<file path="src/rtl/cost_port_arbiter_if.sv">
`default_nettype none
// ============================================================================
// Module      : cost_port_arbiter_if
// Description : Request/grant/return bundle between search engines and the
//               shared cost lookup port arbiter.
// Revision    : 1.0 - initial release
// ============================================================================
interface cost_port_arbiter_if #(
  parameter int NREQ = 4
);
  logic [NREQ-1:0]   REQ;
  logic [3*NREQ-1:0] REQ_W;
  logic [3*NREQ-1:0] REQ_J;
  logic [NREQ-1:0]   REQ_LAST;
  logic [NREQ-1:0]   GNT;
  logic [2:0]        W;
  logic [2:0]        J;
  logic [6:0]        Cost;
  logic [NREQ-1:0]   RVALID;
  logic [6:0]        RDATA;
  logic              BUSY;
  logic              ERR;

  modport master (
    output REQ, REQ_W, REQ_J, REQ_LAST, Cost,
    input  GNT, W, J, RVALID, RDATA, BUSY, ERR
  );

  modport slave (
    input  REQ, REQ_W, REQ_J, REQ_LAST, Cost,
    output GNT, W, J, RVALID, RDATA, BUSY, ERR
  );
endinterface
`default_nettype wire

</file>
<file path="src/rtl/cost_port_arbiter.sv">
`default_nettype none
// ============================================================================
// Module      : cost_port_arbiter
// Description : Round-robin, burst-locking arbiter for the shared cost port.
// Revision    : 1.0 - initial release
// ============================================================================
module cost_port_arbiter #(
  parameter int NREQ     = 4,
  parameter int MAXBURST = 8
) (
  input  logic             CLK,
  input  logic             RST,
  cost_port_arbiter_if.slave bus
);

  localparam int c_PW = (NREQ > 1) ? $clog2(NREQ) : 1;
  localparam int c_CW = $clog2(MAXBURST + 1);

  localparam logic [0:0] c_IDLE   = 1'b0;
  localparam logic [0:0] c_LOCKED = 1'b1;

  logic [0:0]      r_state,  w_state_nxt;
  logic [c_PW-1:0] r_owner,  w_owner_nxt;
  logic [c_PW-1:0] r_ptr,    w_ptr_nxt;
  logic [c_CW-1:0] r_cnt,    w_cnt_nxt;
  logic            r_err,    w_err_nxt;
  logic [NREQ-1:0] r_rvalid;
  logic [6:0]      r_rdata;

  logic            w_rr_hit;
  logic [c_PW-1:0] w_rr_idx;
  logic [c_PW-1:0] w_cand;
  logic            w_gnt_vld;
  logic [c_PW-1:0] w_gnt_idx;
  logic            w_last;
  logic [c_CW-1:0] w_cnt_inc;

  // Descending scan so the nearest requester after ptr is the one that sticks.
  always_comb begin
    w_rr_hit = 1'b0;
    w_rr_idx = '0;
    w_cand   = '0;
    for (int k = NREQ; k >= 1; k--) begin
      w_cand = c_PW'((int'(r_ptr) + k) % NREQ);
      if (bus.REQ[w_cand]) begin
        w_rr_hit = 1'b1;
        w_rr_idx = w_cand;
      end
    end
  end

  // State register
  always_ff @(posedge CLK or negedge RST) begin
    if (!RST) begin
      r_state  <= c_IDLE;
      r_owner  <= '0;
      r_ptr    <= c_PW'(NREQ - 1);
      r_cnt    <= '0;
      r_err    <= 1'b0;
      r_rvalid <= '0;
      r_rdata  <= '0;
    end else begin
      r_state  <= w_state_nxt;
      r_owner  <= w_owner_nxt;
      r_ptr    <= w_ptr_nxt;
      r_cnt    <= w_cnt_nxt;
      r_err    <= w_err_nxt;
      r_rvalid <= bus.GNT;
      if (w_gnt_vld) begin
        r_rdata <= bus.Cost;
      end
    end
  end

  // Next-state logic
  always_comb begin
    w_state_nxt = r_state;
    w_owner_nxt = r_owner;
    w_ptr_nxt   = r_ptr;
    w_cnt_nxt   = r_cnt;
    w_err_nxt   = r_err;
    w_cnt_inc   = r_cnt + c_CW'(1);
    case (r_state)
      c_IDLE: begin
        if (w_gnt_vld) begin
          if (w_last) begin
            w_ptr_nxt = w_gnt_idx;
            w_cnt_nxt = '0;
          end else begin
            w_state_nxt = c_LOCKED;
            w_owner_nxt = w_gnt_idx;
            w_cnt_nxt   = c_CW'(1);
          end
        end
      end
      c_LOCKED: begin
        if (w_gnt_vld) begin
          // Hitting the beat limit without LAST releases the lock and flags it.
          if (w_last || (w_cnt_inc == c_CW'(MAXBURST))) begin
            w_state_nxt = c_IDLE;
            w_ptr_nxt   = r_owner;
            w_cnt_nxt   = '0;
            if (!w_last) begin
              w_err_nxt = 1'b1;
            end
          end else begin
            w_cnt_nxt = w_cnt_inc;
          end
        end
      end
      default: w_state_nxt = c_IDLE;
    endcase
  end

  // Output logic: grant is suppressed while reset is held
  always_comb begin
    w_gnt_vld = 1'b0;
    w_gnt_idx = '0;
    bus.GNT   = '0;
    bus.W     = '0;
    bus.J     = '0;
    if (RST) begin
      if (r_state == c_IDLE) begin
        w_gnt_vld = w_rr_hit;
        w_gnt_idx = w_rr_idx;
      end else begin
        w_gnt_vld = bus.REQ[r_owner];
        w_gnt_idx = r_owner;
      end
    end
    w_last = w_gnt_vld & bus.REQ_LAST[w_gnt_idx];
    if (w_gnt_vld) begin
      bus.GNT[w_gnt_idx] = 1'b1;
      bus.W = bus.REQ_W[3*int'(w_gnt_idx) +: 3];
      bus.J = bus.REQ_J[3*int'(w_gnt_idx) +: 3];
    end
  end

  assign bus.RVALID = r_rvalid;
  assign bus.RDATA  = r_rdata;
  assign bus.BUSY   = (r_state == c_LOCKED);
  assign bus.ERR    = r_err;

endmodule
`default_nettype wire

</file>
<file path="src/flat_wrapper.sv">
// flat-port wrapper written by rule: the top's interface ports become plain ports
module cost_port_arbiter_flat 
#(
  parameter int NREQ     = 4,
  parameter int MAXBURST = 8
)
  (CLK, RST, bus_REQ, bus_REQ_W, bus_REQ_J, bus_REQ_LAST, bus_Cost, bus_GNT, bus_W, bus_J, bus_RVALID, bus_RDATA, bus_BUSY, bus_ERR);
  cost_port_arbiter_if #(.NREQ(NREQ)) bus_i ();
  input  logic CLK;
  input  logic RST;
  input wire logic [$bits(bus_i.REQ)-1:0] bus_REQ;
  input wire logic [$bits(bus_i.REQ_W)-1:0] bus_REQ_W;
  input wire logic [$bits(bus_i.REQ_J)-1:0] bus_REQ_J;
  input wire logic [$bits(bus_i.REQ_LAST)-1:0] bus_REQ_LAST;
  input wire logic [$bits(bus_i.Cost)-1:0] bus_Cost;
  output wire logic [$bits(bus_i.GNT)-1:0] bus_GNT;
  output wire logic [$bits(bus_i.W)-1:0] bus_W;
  output wire logic [$bits(bus_i.J)-1:0] bus_J;
  output wire logic [$bits(bus_i.RVALID)-1:0] bus_RVALID;
  output wire logic [$bits(bus_i.RDATA)-1:0] bus_RDATA;
  output wire logic [$bits(bus_i.BUSY)-1:0] bus_BUSY;
  output wire logic [$bits(bus_i.ERR)-1:0] bus_ERR;
  assign bus_i.REQ = bus_REQ;
  assign bus_i.REQ_W = bus_REQ_W;
  assign bus_i.REQ_J = bus_REQ_J;
  assign bus_i.REQ_LAST = bus_REQ_LAST;
  assign bus_i.Cost = bus_Cost;
  assign bus_GNT = bus_i.GNT;
  assign bus_W = bus_i.W;
  assign bus_J = bus_i.J;
  assign bus_RVALID = bus_i.RVALID;
  assign bus_RDATA = bus_i.RDATA;
  assign bus_BUSY = bus_i.BUSY;
  assign bus_ERR = bus_i.ERR;
  cost_port_arbiter #(.NREQ(NREQ), .MAXBURST(MAXBURST)) u_core (.CLK(CLK), .RST(RST), .bus(bus_i));
endmodule
</file>
<file path="config.mk">
export PLATFORM = sky130hd
export DESIGN_NAME = cost_port_arbiter_flat
export DESIGN_NICKNAME = d
export VERILOG_FILES = /design/src/rtl/cost_port_arbiter_if.sv /design/src/rtl/cost_port_arbiter.sv /design/src/flat_wrapper.sv
export SDC_FILE = /design/constraint.sdc
export NUM_CORES = 1
export LEC_CHECK = 0
export CAP_MARGIN = 40
export CORE_UTILIZATION = 38
export CTS_CLUSTER_SIZE = 16
export DETAILED_ROUTE_END_ITERATION = 8
export HOLD_SLACK_MARGIN = 0.08
export MAX_ROUTING_LAYER = met4
export PLACE_DENSITY = 0.77
export SYNTH_ARGS = -nofsm -noshare
export SYNTH_HDL_FRONTEND = slang
export SYNTH_SLANG_ARGS = --single-unit
</file>
<file path="constraint.sdc">
create_clock -name CLK -period 2.9 [get_ports CLK]
set_clock_uncertainty 0.1 [all_clocks]
set_input_delay 0.435 -clock CLK [delete_from_list [all_inputs] [get_ports CLK]]
set_output_delay 0.435 -clock CLK [all_outputs]
set_load 0.05 [all_outputs]
</file>
# After elaboration in Yosys (flattened, before gate mapping)
# Cells that the tools add are included.
# classes
n_addsub	5
n_mul	1
div	0
n_lt_le_gt_ge	7
eq_ne	5
shifts	2
mux	44
n_bitwise	3
n_reduce_logical	6
# ops
op	n
$shiftx 12x32->3	2
$mux 2	10
$lt 2x3->1 const B	6
$mux 1	18
$mux 4	4
$bmux 1 s2	6
$pmux 4 s2	1
$reduce_and 4->1	2
$mux 3	2
$add 2x1->2 const B	2
$add 2x2->2 const B	2
$add 4x1->4 const B	1
$eq 4x4->1 const B	1
$mul 2x2->4 const A	1
$ne 2x1->1 const B	2
$ne 2x2->1 const B	2
$pmux 2 s2	1
$reduce_and 3->1	1
$demux 1 s2	1
$ge 2x1->1 const B	1
$not 1->1	2
$pmux 1 s2	1
$reduce_and 2->1	1
$and 1x1->1	1
2 further kinds	2
# totals
ff_bits	21
latchBits	0
ramBits	0
rom_bits	0
in_bits	41
wordCells	80
n_memories	0

# Depth between registers and ports, before layout
# Gate-level depths: netlist of the first run.
# depth
word_depth	16
mapped_depth	9

# Least setup slack after synthesis of the first run
# OpenSTA, ideal clock, no wires.
# synth_timing
kind	reg2out
start	reg u_core.r_state, in the netlist u_core.bus.BUSY
end	out bus_GNT[2]
arrival_ns	3.258
required_ns	2.365
slack_ns	-0.893
path_stages_with_launch	8
path_cell_list	dfrtp_1 -> buf_2 -> inv_1 -> nor2_1 -> or3_1 -> clkbuf_1 -> clkbuf_1 -> nor4_1
# synth_via
elab_chain_cells	7
elab_cells_between_ends	10
# synth_lines
item	line	source
from (decl)	cost_port_arbiter.sv:22	logic [0:0] r_state, w_state_nxt;
from (signal assigned)	cost_port_arbiter.sv:55	r_state <= c_IDLE;
from (signal assigned)	cost_port_arbiter.sv:63	r_state <= w_state_nxt;
$mux 2	cost_port_arbiter.sv:123	if (r_state == c_IDLE) begin
$mux 2	cost_port_arbiter.sv:122	if (RST) begin
$lt 2x3->1 (not written as such) / $ge 2x1->1 (equally long branches)	cost_port_arbiter.sv:133	bus.GNT[w_gnt_idx] = 1'b1;
$logic_and 1x1->1 (not written as such)	cost_port_arbiter.sv:133	
$mux 1 (not written as such)	cost_port_arbiter.sv:133	
$demux 1 s2	--	
$mux 4 *	cost_port_arbiter.sv:132	if (w_gnt_vld) begin
to (decl)	flat_wrapper.sv:16	output wire logic [$bits(bus_i.GNT)-1:0] bus_GNT;
# Mark *: on every way between the ends. The rest lies on a longest branch, timed or not.

# Final worst setup path of the first run
# layout_timing
start	reg u_core.r_ptr[1]
end	reg u_core.r_owner[0]
# layout_via
elab_chain_cells	14
elab_cells_between_ends	29
# layout_lines
item	line	source
from (decl)	cost_port_arbiter.sv:24	logic [c_PW-1:0] r_ptr, w_ptr_nxt;
from (signal assigned)	cost_port_arbiter.sv:57	r_ptr <= c_PW'(NREQ - 1);
from (signal assigned)	cost_port_arbiter.sv:65	r_ptr <= w_ptr_nxt;
$add 2x1->2	cost_port_arbiter.sv:44	w_cand = c_PW'((int'(r_ptr) + k) % NREQ);
$bmux 1 s2	cost_port_arbiter.sv:45	if (bus.REQ[w_cand]) begin
$mux 1 (not written as such)	cost_port_arbiter.sv:45	
$mux 2 (4 in series)	cost_port_arbiter.sv:45	
$mux 2	cost_port_arbiter.sv:123	
$mux 2	cost_port_arbiter.sv:122	
$bmux 1 s2	cost_port_arbiter.sv:131	w_last = w_gnt_vld & bus.REQ_LAST[w_gnt_idx];
$mux 1 (not written as such)	cost_port_arbiter.sv:131	
$and 1x1->1	cost_port_arbiter.sv:131	
$not 1->1 (no line)	--	
$reduce_and 3->1 (no line)	--	
to (signal assigned)	cost_port_arbiter.sv:64	r_owner <= w_owner_nxt;
to (decl)	cost_port_arbiter.sv:23	logic [c_PW-1:0] r_owner, w_owner_nxt;
# Parallel ways exist; a longest one is shown, timed or not. The select of a mux whose other input is x is not followed.
# A chain may end at the register's enable or synchronous reset.

==> results of run 1 <==
## synthesized netlist by cell type, types with 3 or more instances
cell,n
inv_1,7
a21oi_1,9
nor2_1,8
and3_1,3
dfrtp_1,19
nand2b_1,3
o21ai_0,10
nand2_1,35
mux2_4,3
nor3b_1,3
and2_2,3
clkbuf_1,7
a22oi_1,5
mux2_2,7
## state kept, by name (all words and copies together), names as in the netlist
signal / flops
u_core.r_cnt: 4
u_core.bus.BUSY: 1
u_core.bus.ERR: 1
u_core.bus.RDATA: 7
u_core.r_ptr: 2
u_core.r_owner: 2
u_core.bus.RVALID: 4
## stage by stage
step           hold WS [ns]  cells  utilization  total power (uW)  instance area (sq um)
2_1_floorplan       0.03941    162            -              1395                   1480
3_3_place_gp         0.3454    286       0.6926              1979                   2402
3_5_place_dp         0.3579    286       0.6926              2001                   2402
4_1_cts              0.3822    295       0.7309              2301                   2535
5_1_grt              0.4017    303       0.7612              2616                   2640
6_report             0.3813    303       0.7612              2488                   2640
## timing repair
| item | in CTS | in global routing |
|---|---|---|
| setup buffers | 5 | 8 |
| setup endpoints to repair | 11 | 10 |
| gates resized for setup | 15 | 11 |
| pin swaps | 7 | 10 |
## where the power goes
group / switching, uW / leakage [uW] / total, uW / internal (uW)
Clock: 99.8 / 0.0000255 / 196 / 95.9
Combinational: 910 / 0.000868 / 1800 / 889
Sequential: 99.1 / 0.000261 / 493 / 394
## worst register-to-register path: stages, from the launching register on
cell and delay (ns):
dfstp_2 0.58, buf_4 0.12, nor2b_1 0.06, o31ai_2 0.27
o21ai_2 0.14, buf_4 0.15, mux2_4 0.30, a221o_2 0.35
or4b_4 0.51, mux2_4 0.31
## cell families after synthesis
kind of cell,after synthesis,synth area share
muxes,11,0.1052
and+or+nand+nor,71,0.2586
DFF,21,0.3699
AOI/OAI and AO/OA,41,0.2025
adders and majority gates,2,0.01753
xor gates and xnor gates,1,0.006136
buffers and inverters,15,0.04032
## path summary, 6_finish.rpt
check                               endpoint  slack, ns            start
max reg2reg                u_core.r_owner[0]      -0.09  u_core.r_ptr[1]
min reg2reg                   u_core.bus.ERR       0.38   u_core.bus.ERR
max                        u_core.r_owner[0]      -0.09  u_core.r_ptr[1]
min in group asynchronous    u_core.r_cnt[3]       0.45              RST
min                           u_core.bus.ERR       0.38   u_core.bus.ERR
max in group asynchronous    u_core.r_ptr[0]       2.02              RST
## layout make-up
| cell class | count | area, sq um | area share |
|---|---|---|---|
| timing repair buffer | 99 | 1011 | 0.3829 |
| inverter | 7 | 26.28 | 0.009953 |
| sequential | 21 | 529.3 | 0.2005 |
| multi-input combinational | 126 | 969.7 | 0.3673 |
| clock buffer | 3 | 41.29 | 0.01564 |
| clock inverter | 1 | 5.005 | 0.001896 |
| tap | 46 | 57.56 | 0.02180 |
## layer usage
metal  vias to the layer above  wire, um
li1                        767         -
met1                       735      1879
met2                        72      2387
met3                         7       230
met4                         0        55
met5                         -         0
==> out/qor.csv, run 1 <==
stage;metric;value;unit
status;outcome;finished with violations;
status;violations;negative setup slack;
detailed_routing;routedWlPerCell;15.03;um
detailed_routing;vias;1581;
grt;grt_max_degree;14;
synthesis;yosysWarnings;0;
critical_path;worstPathRequired;2.95;ns
critical_path;arrival;3.05;ns
detailed_routing;drt-initial-drc-count;101;
clock_tree;htree_levels;1;
floorplan;core;0.003468;sq mm
timing;setup_viol_count_final;7;
grt;grt_pass1_vias;1588;
clock_tree;cts_buffers;3;
grt;use_met3;0.01812;
placement;portBuffers;63;
layout;final_cell_mix;49 x clkdlybuf4s50_1, 35 x nand2_1, 32 x buf_4, 18 x dfrtp_1;
detailed_routing;ant_nets;0;
grt;use_met2;0.4099;
critical_path;crit_chain;buf_4 > nor2b_1 > o31ai_2 > o21ai_2 > buf_4 > mux2_4 > a221o_2 > or4b_4 > mux2_4;
synthesis;synth_seq_cells;21;
synthesis;yosysTopAreaCell;dfrtp_1;
detailed_routing;drc;0;
critical_path;cp_max_fo;4;
detailed_routing;first_pass_iters;5;
synthesis;syn_inst;162;
floorplan;die_h;63.30;um
synthesis;synth_nets;205;
grt;met1_usage;0.2917;
grt;antenna_found_initial;0;
timing;hold_viol;0;
synthesis;synth.yosys.seq_area_share;0.3699;
timing;tightestPinTransition;0.5072;ns
grt;grt_overflow_total;0;
critical_path;cpLargestDelayFamily;compound AO/OA/AOI/OAI gates;
power_and_ir_drop;power_per_cell_area;942.5;mW/mm^2
critical_path;crit_path_start_kind;flop;
timing;fin_crit_sh;1.033;
grt;grt_pass1_wl;7341;um
timing;fin_setup_tns;-0.3445;ns
synthesis;yosysTopAreaCellShare;0.3330;
synthesis;synth-edff-count;0;
placement;gp_congestion;0.8203;
detailed_routing;drt_wl_total;4553;um
synthesis;syn-cell-area;0.001428;sq mm
critical_path;critPathBufInv;2;
clock_tree;clock-root-buffer;clkbuf_8;
layout;final_common_cell;clkdlybuf4s50_1;
power_and_ir_drop;cellLeakagePower;0.001155;uW
floorplan;dieArea;0.004006;sq mm
timing;relSlewSlack;0.6608;
critical_path;slowest_delay;0.58;ns
synthesis;synthArstFlopShare;1.000;
critical_path;cp-end-kind;flop;
clock_tree;hold_buffers;0;
job;cap_viol_max_count;0;
timing;setup_ws;-0.09474;ns
timing;slew_viol_final;0;
clock_tree;clkLatencyLatePin;0.26;ns
timing;fmax;0.3339;GHz
synthesis;ys.flop_type;dfrtp_1;
layout;syn2layout_area_growth;84.93;%
hold_path;hold_path_depth;2;
detailed_routing;via_per_inst;5.218;
floorplan;num_io_pins;64;
floorplan;rows;21;
hold_path;hold_class;reg -> reg;
grt;top_usage_layer;met2;
floorplan;start_util;0.4116;
clock_tree;cts.clk_slew.worst_paths;0.08;ns
clock_tree;tritoncts;built;
critical_path;reg2reg_depth;9;
grt;grt_use_total;0.2396;
critical_path;crit_type;reg -> reg;
clock_tree;cts_num_sinks;21;
floorplan;die_width;63.30;um
clock_tree;ctsLongestPathBuffers;2;
critical_path;crit_slowest_cell;dfstp_2;
placement;place_hpwl;3197;um
layout;fillerInstances;260;
power_and_ir_drop;vdd_ir_drop_max;0.0005024;V
critical_path;path_depth;9;
timing;layout_min_cycle_time;2.995;ns
synthesis;synthTopCellsByArea;dfrtp_1 33%, nand2_1 9.2%, mux2_2 5.5%, dfstp_2 3.7%, o21ai_0 3.5%;
synthesis;ys_types;46;
synthesis;avgSynthCellArea;8.812;sq um
layout;drive_gt1_frac;0.3774;
layout;diodes;0;
placement;post-place-ws;-0.3509;ns
layout;nets;301;
timing;rsz0062_at_grt;yes;
Note: power is estimated with default switching activity, not from simulation.
==> run 2, diff against run 1 <==
CORE_UTILIZATION = 40   (was 38)
clock period = 2.85 ns   (was 2.9 ns; I/O delays follow)
==> run 2 against run 1 <==
  * The flow still finishes with violations (negative setup slack)
  * Via count grew 13%
  * Core utilization increased by 7.5 points
  * Cell count rose by 3.0%
  * Worst hold slack worse by 0.067 ns
  * Combinational power up 22%
  * Worst setup slack got worse by 0.21 ns
  * Die area down 4.9%
  * Clock power is 17% lower
  * Total power rose by 14%
  * Critical path type is now reg -> out
  * Largest power group unchanged
==> out/qor.csv, run 2 (same netlist as run 1, synthesis figures left out) <==
stage;metric;value;unit;change
timing;relSlewSlack;0.6435;;was 0.6608
job;cap_viol_max_count;0;;unchanged
layout;largest_register_ffs;7;;unchanged
critical_path;r2r-end;u_core.r_owner[0];;unchanged
grt;grt_use_total;0.3070;;was 0.2396
detailed_routing;drt-initial-drc-count;100;;was 101
clock_tree;ctsLongestPathBuffers;2;;unchanged
timing;setup_viol_count_final;11;;was 7
timing;hold_viol;0;;unchanged
clock_tree;cts_num_sinks;21;;unchanged
layout;final_common_cell;clkdlybuf4s50_1;;unchanged
critical_path;cp-end-kind;primary output;;was flop
floorplan;dieArea;0.003812;sq mm;was 0.004006 sq mm
clock_tree;cts.clk_slew.worst_paths;0.15;ns;was 0.08 ns
timing;setup_ws;-0.3097;ns;was -0.09474 ns
critical_path;crit_type;reg -> out;;was reg -> reg
critical_path;cp_max_fo;4;;unchanged
grt;grt_overflow_total;0;;unchanged
grt;grt_pass1_wl;8066;um;was 7341 um
detailed_routing;routedWlPerCell;20.53;um;was 15.03 um
critical_path;reg2reg_depth;9;;unchanged
floorplan;num_io_pins;64;;unchanged
timing;slew_viol_final;0;;unchanged
power_and_ir_drop;cellLeakagePower;0.001255;uW;was 0.001155 uW
clock_tree;tritoncts;built;;unchanged
critical_path;ff2ff_setup_slack;-0.12;ns;was -0.09 ns
timing;layout_min_cycle_time;3.160;ns;
timing;rsz0062_at_grt;yes;;unchanged
clock_tree;cts_buffers;3;;unchanged
detailed_routing;via_per_inst;5.740;;was 5.218
floorplan;start_util;0.4212;;was 0.4116
layout;diodes;0;;unchanged
layout;final_util;0.8361;;was 0.7612
placement;gp_congestion;0.9535;;was 0.8203
grt;grt_max_degree;20;;was 14
detailed_routing;drc;0;;unchanged
power_and_ir_drop;vdd_ir_drop_max;0.0006722;V;was 0.0005024 V
status;violations;negative setup slack;;unchanged
clock_tree;htree_levels;1;;unchanged
detailed_routing;vias;1791;;was 1,581
placement;place_hpwl;3864;um;was 3197 um
floorplan;die_h;61.74;um;was 63.30 um
grt;grt_pass1_vias;1688;;was 1,588
timing;fin_crit_sh;1.109;;
critical_path;crit_path_start_kind;flop;;unchanged
hold_path;hold_class;in -> async;;was reg -> reg
detailed_routing;drt_wl_total;6406;um;was 4553 um
layout;nets;310;;was 301
detailed_routing;first_pass_iters;4;;was 5
layout;final_cell_mix;49 x clkdlybuf4s50_1, 34 x buf_4, 30 x nand2_1, 18 x dfrtp_1, 11 x buf_6;;was 49 x clkdlybuf4s50_1, 35 x nand2_1, 32 x buf_4, 18 x dfrtp_1
clock_tree;hold_buffers;0;;unchanged
floorplan;core;0.003390;sq mm;was 0.003468 sq mm
floorplan;die_width;61.74;um;was 63.30 um
critical_path;arrival;2.63;ns;was 3.05 ns
detailed_routing;ant_nets;0;;unchanged
critical_path;cp-endpoint;bus_W[2];;was u_core.r_owner[0]
layout;syn2layout_area_growth;98.51;%;was 84.93%
layout;fillerInstances;174;;was 260
placement;post-place-ws;-0.5548;ns;was -0.3509 ns
timing;fmax;0.3165;GHz;
layout;drive_gt1_frac;0.4211;;was 0.3774
status;outcome;finished with violations;;unchanged
critical_path;crit_path_start;u_core.r_ptr[1];;unchanged
clock_tree;clkLatencyLatePin;0.33;ns;was 0.26 ns
critical_path;worstPathRequired;2.32;ns;was 2.95 ns
floorplan;rows;21;;unchanged
critical_path;r2r_start;u_core.r_ptr[1];;unchanged
power_and_ir_drop;power_per_cell_area;1005;mW/mm^2;was 942.5 mW/mm^2
grt;antenna_found_initial;0;;unchanged
clock_tree;clock-root-buffer;clkbuf_4;;was clkbuf_8
timing;tightestPinTransition;0.5331;ns;was 0.5072 ns
placement;portBuffers;63;;unchanged
timing;fin_setup_tns;-1.859;ns;was -0.3445 ns
-- run 2: cell count changes in the layout (fill, tap and decap cells not counted), moves of 2 or more --
cell	delta
mux2_2	-4
clkbuf_8	-3
a21oi_2	-5
and3_4	+2
buf_4	+2
nand2_1	-5
clkbuf_4	+3
mux2_4	+4
a21oi_4	+5
nand2_4	+4
buf_6	+7
-- run 2: worst max-delay path: stages, from the launching register on --
cell and delay [ns]:
dfstp_2 0.60, nand2b_4 0.16, a21oi_4 0.06, o41ai_4 0.26, or2_4 0.22, buf_4 0.13, buf_4 0.11, mux2_2 0.35
a22oi_2 0.18, a21oi_4 0.09, buf_12 0.15
-- run 2: layer usage --
metal / GRT usage / up-vias / wire length [um]
li1: - / 784 / -
met1: 0.3665 / 879 / 2319
met2: 0.5269 / 97 / 3359
met3: 0.04969 / 31 / 408
met4: 0.1048 / 0 / 318
met5: - / - / 0
-- run 2: final cells by class --
cell class | count | area [sq um] | share of cell area
Clock buffer | 4 | 26.28 | 0.009272
Multi-Input combinational cell | 126 | 1089 | 0.3841
Inverter | 7 | 26.28 | 0.009272
Sequential cell | 21 | 529.3 | 0.1868
Tap cell | 46 | 57.56 | 0.02031
Timing Repair Buffer | 108 | 1106 | 0.3903
-- run 2: per-stage QoR --
| stage | hold WS [ns] | cell area (sq um) | instances | total power [uW] |
|---|---|---|---|---|
| 2_1_floorplan | 0.03191 | 1539 | 162 | 1486 |
| 5_1_grt | 0.3255 | 2834 | 312 | 2959 |
| 4_1_cts | 0.3367 | 2703 | 304 | 2564 |
| 3_3_place_gp | 0.3489 | 2461 | 286 | 2076 |
| 3_5_place_dp | 0.3744 | 2461 | 286 | 2128 |
| 6_report | 0.3145 | 2834 | 312 | 2849 |
-- run 2: power by group --
group	internal (uW)	switching [uW]
clock	54.9	107
combinational	1070	1120
sequential	400	95.6
-- run 2: how the worst min path moves through the flow --
stage	to	slack (ns)
3_5_place_dp	u_core.bus.RDATA[1]	0.37
6_report	u_core.r_owner[1]	0.31
2_1_floorplan	u_core.bus.BUSY	0.03
3_3_place_gp	u_core.bus.ERR	0.35
5_1_grt	u_core.r_owner[0]	0.33
4_1_cts	u_core.r_owner[0]	0.34
-- run 2: timing repair --
action	in CTS	in global routing
resized for setup	31	19
hold endpoints to repair	0	0
gates cloned	0	0
pin swaps	19	15
setup endpoints to repair	12	12
setup buffers	15	11
==> variant (settings of run 2) <==
`MAXBURST` is set to 8 in 2 places; all go to 32.
--- a/src/rtl/cost_port_arbiter.sv
+++ b/src/rtl/cost_port_arbiter.sv
@@ -8,3 +8,3 @@
   parameter int NREQ     = 4,
-  parameter int MAXBURST = 8
+  parameter int MAXBURST = 32
 ) (
--- a/src/flat_wrapper.sv
+++ b/src/flat_wrapper.sv
@@ -4,3 +4,3 @@
   parameter int NREQ     = 4,
-  parameter int MAXBURST = 8
+  parameter int MAXBURST = 32
 )
Behaviour: not the same (Yosys sat finds a counterexample within 10 cycles, from zero or initial values and one cycle with RST low).
==> variant against run 2 <==
The run still ends with negative setup slack left; synthesized area grew 8.7%; critical endpoint is now bus_W[1]; power grew 5.6%; global-route usage shrank 6.0 points; routed wire length shrank 20%; synthesized cell count grew 15%; sequential cell count grew 2; cell area grew 0.84%; first-iteration DRC count grew 36%; worst setup slack gained 0.22 ns.
==> variant: results (changes against run 2) <==
status=finished with violations (unchanged); failing checks=negative setup slack (unchanged); switch share=48.9% (was 46.5%); post-synthesis sequential area ratio=37.3% (was 37.0%); bufs w/o clock=97 (was 108); Post-DP HPWL=3.56 mm (was 3.86 mm); CTS root buf=clkbuf_8 (was clkbuf_4); Post-Synth Adder-Cell Area=0.806% (was 1.75%); Placement Cell Area=2610 sq um (was 2460 sq um); most frequent cells after synthesis=nand2_1 (34), dfrtp_1 (21), a21oi_1 (15), o21ai_0 (15), nor2_1 (12) (was nand2_1 (35), dfrtp_1 (19), o21ai_0 (10), a21oi_1 (9), nor2_1 (8)); met2 wire len=2.64 mm (was 3.36 mm); Max-slew headroom=59.9% (was 64.4%); clock-cell share of area=1.62% (was 0.927%); NonClk Buf Share=35.3% (was 39.0%); Fillers=262 (was 174); FF+latch count=23 (was 21); Synth Area per Inst=8.30 sq um (was 8.81 sq um); worst path arrival time=2.41 ns (was 2.63 ns); largest cells by area after synthesis=dfrtp_1 (34%), nand2_1 (8.2%), a21oi_1 (4.8%), o21ai_0 (4.8%), dfstp_2 (3.4%) (was dfrtp_1 (33%), nand2_1 (9.2%), mux2_2 (5.5%), dfstp_2 (3.7%), o21ai_0 (3.5%)); Die ar.=4130 sq um (was 3810 sq um); M2 GR Usage=42.1% (was 52.7%); Pleak=1.22 nW (was 1.25 nW); DR WL/cell=15.8 um (was 20.5 um); P_clk=0.197 mW (was 0.162 mW); Routed met3 length=304 um (was 408 um); clock buf count=3 (was 4); final setup margin=-0.0860 ns (was -0.310 ns); multiplexer share of the synthesized area=5.89% (was 10.5%); detailed-route wire length=5.12 mm (was 6.41 mm); endpoints failing setup=8 (was 11); routing usage on met1=30.0% (was 36.7%); Critical Path Fanout Max=6 (was 4); Initial DRC Count=136 (was 100); family with the most delay on the worst path=compound AO/OA/AOI/OAI gates (was flip-flops); Inverters=5 (was 7); Layout Nets=320 (was 310); first-pass GRT wire length=7.88 mm (was 8.07 mm); clk_lat worst skew=0.26 ns (was 0.33 ns); multi-input gates=148 (was 126); vias after detailed routing=1798 (was 1791); Comb power frac=74.7% (was 76.9%)
[variant: stage by stage]
step	hold slack, ns	power (mW)	setup TNS (ns)
2_1_floorplan	0.0319	1.73	0
3_3_place_gp	0.346	2.48	-4.02
3_5_place_dp	0.348	2.51	-5.49
4_1_cts	0.366	2.84	-0.236
5_1_grt	0.382	3.19	-1.72
6_report	0.362	3.01	-0.503
[variant: path summary, 6_finish.rpt]
path / start / end / slack [ns] / cells past startpoint
setup / recovery: u_core.r_ptr[1] / bus_W[1] / -0.09 / 10
hold / removal: u_core.bus.ERR / u_core.bus.ERR / 0.36 / 1
setup reg to reg: u_core.r_ptr[1] / u_core.r_owner[0] / -0.05 / 9
hold reg to reg: u_core.bus.ERR / u_core.bus.ERR / 0.36 / 1
max in group asynchronous: RST / u_core.bus.RDATA[2] / 1.65 / 3
min in group asynchronous: RST / u_core.r_owner[1] / 0.51 / 2
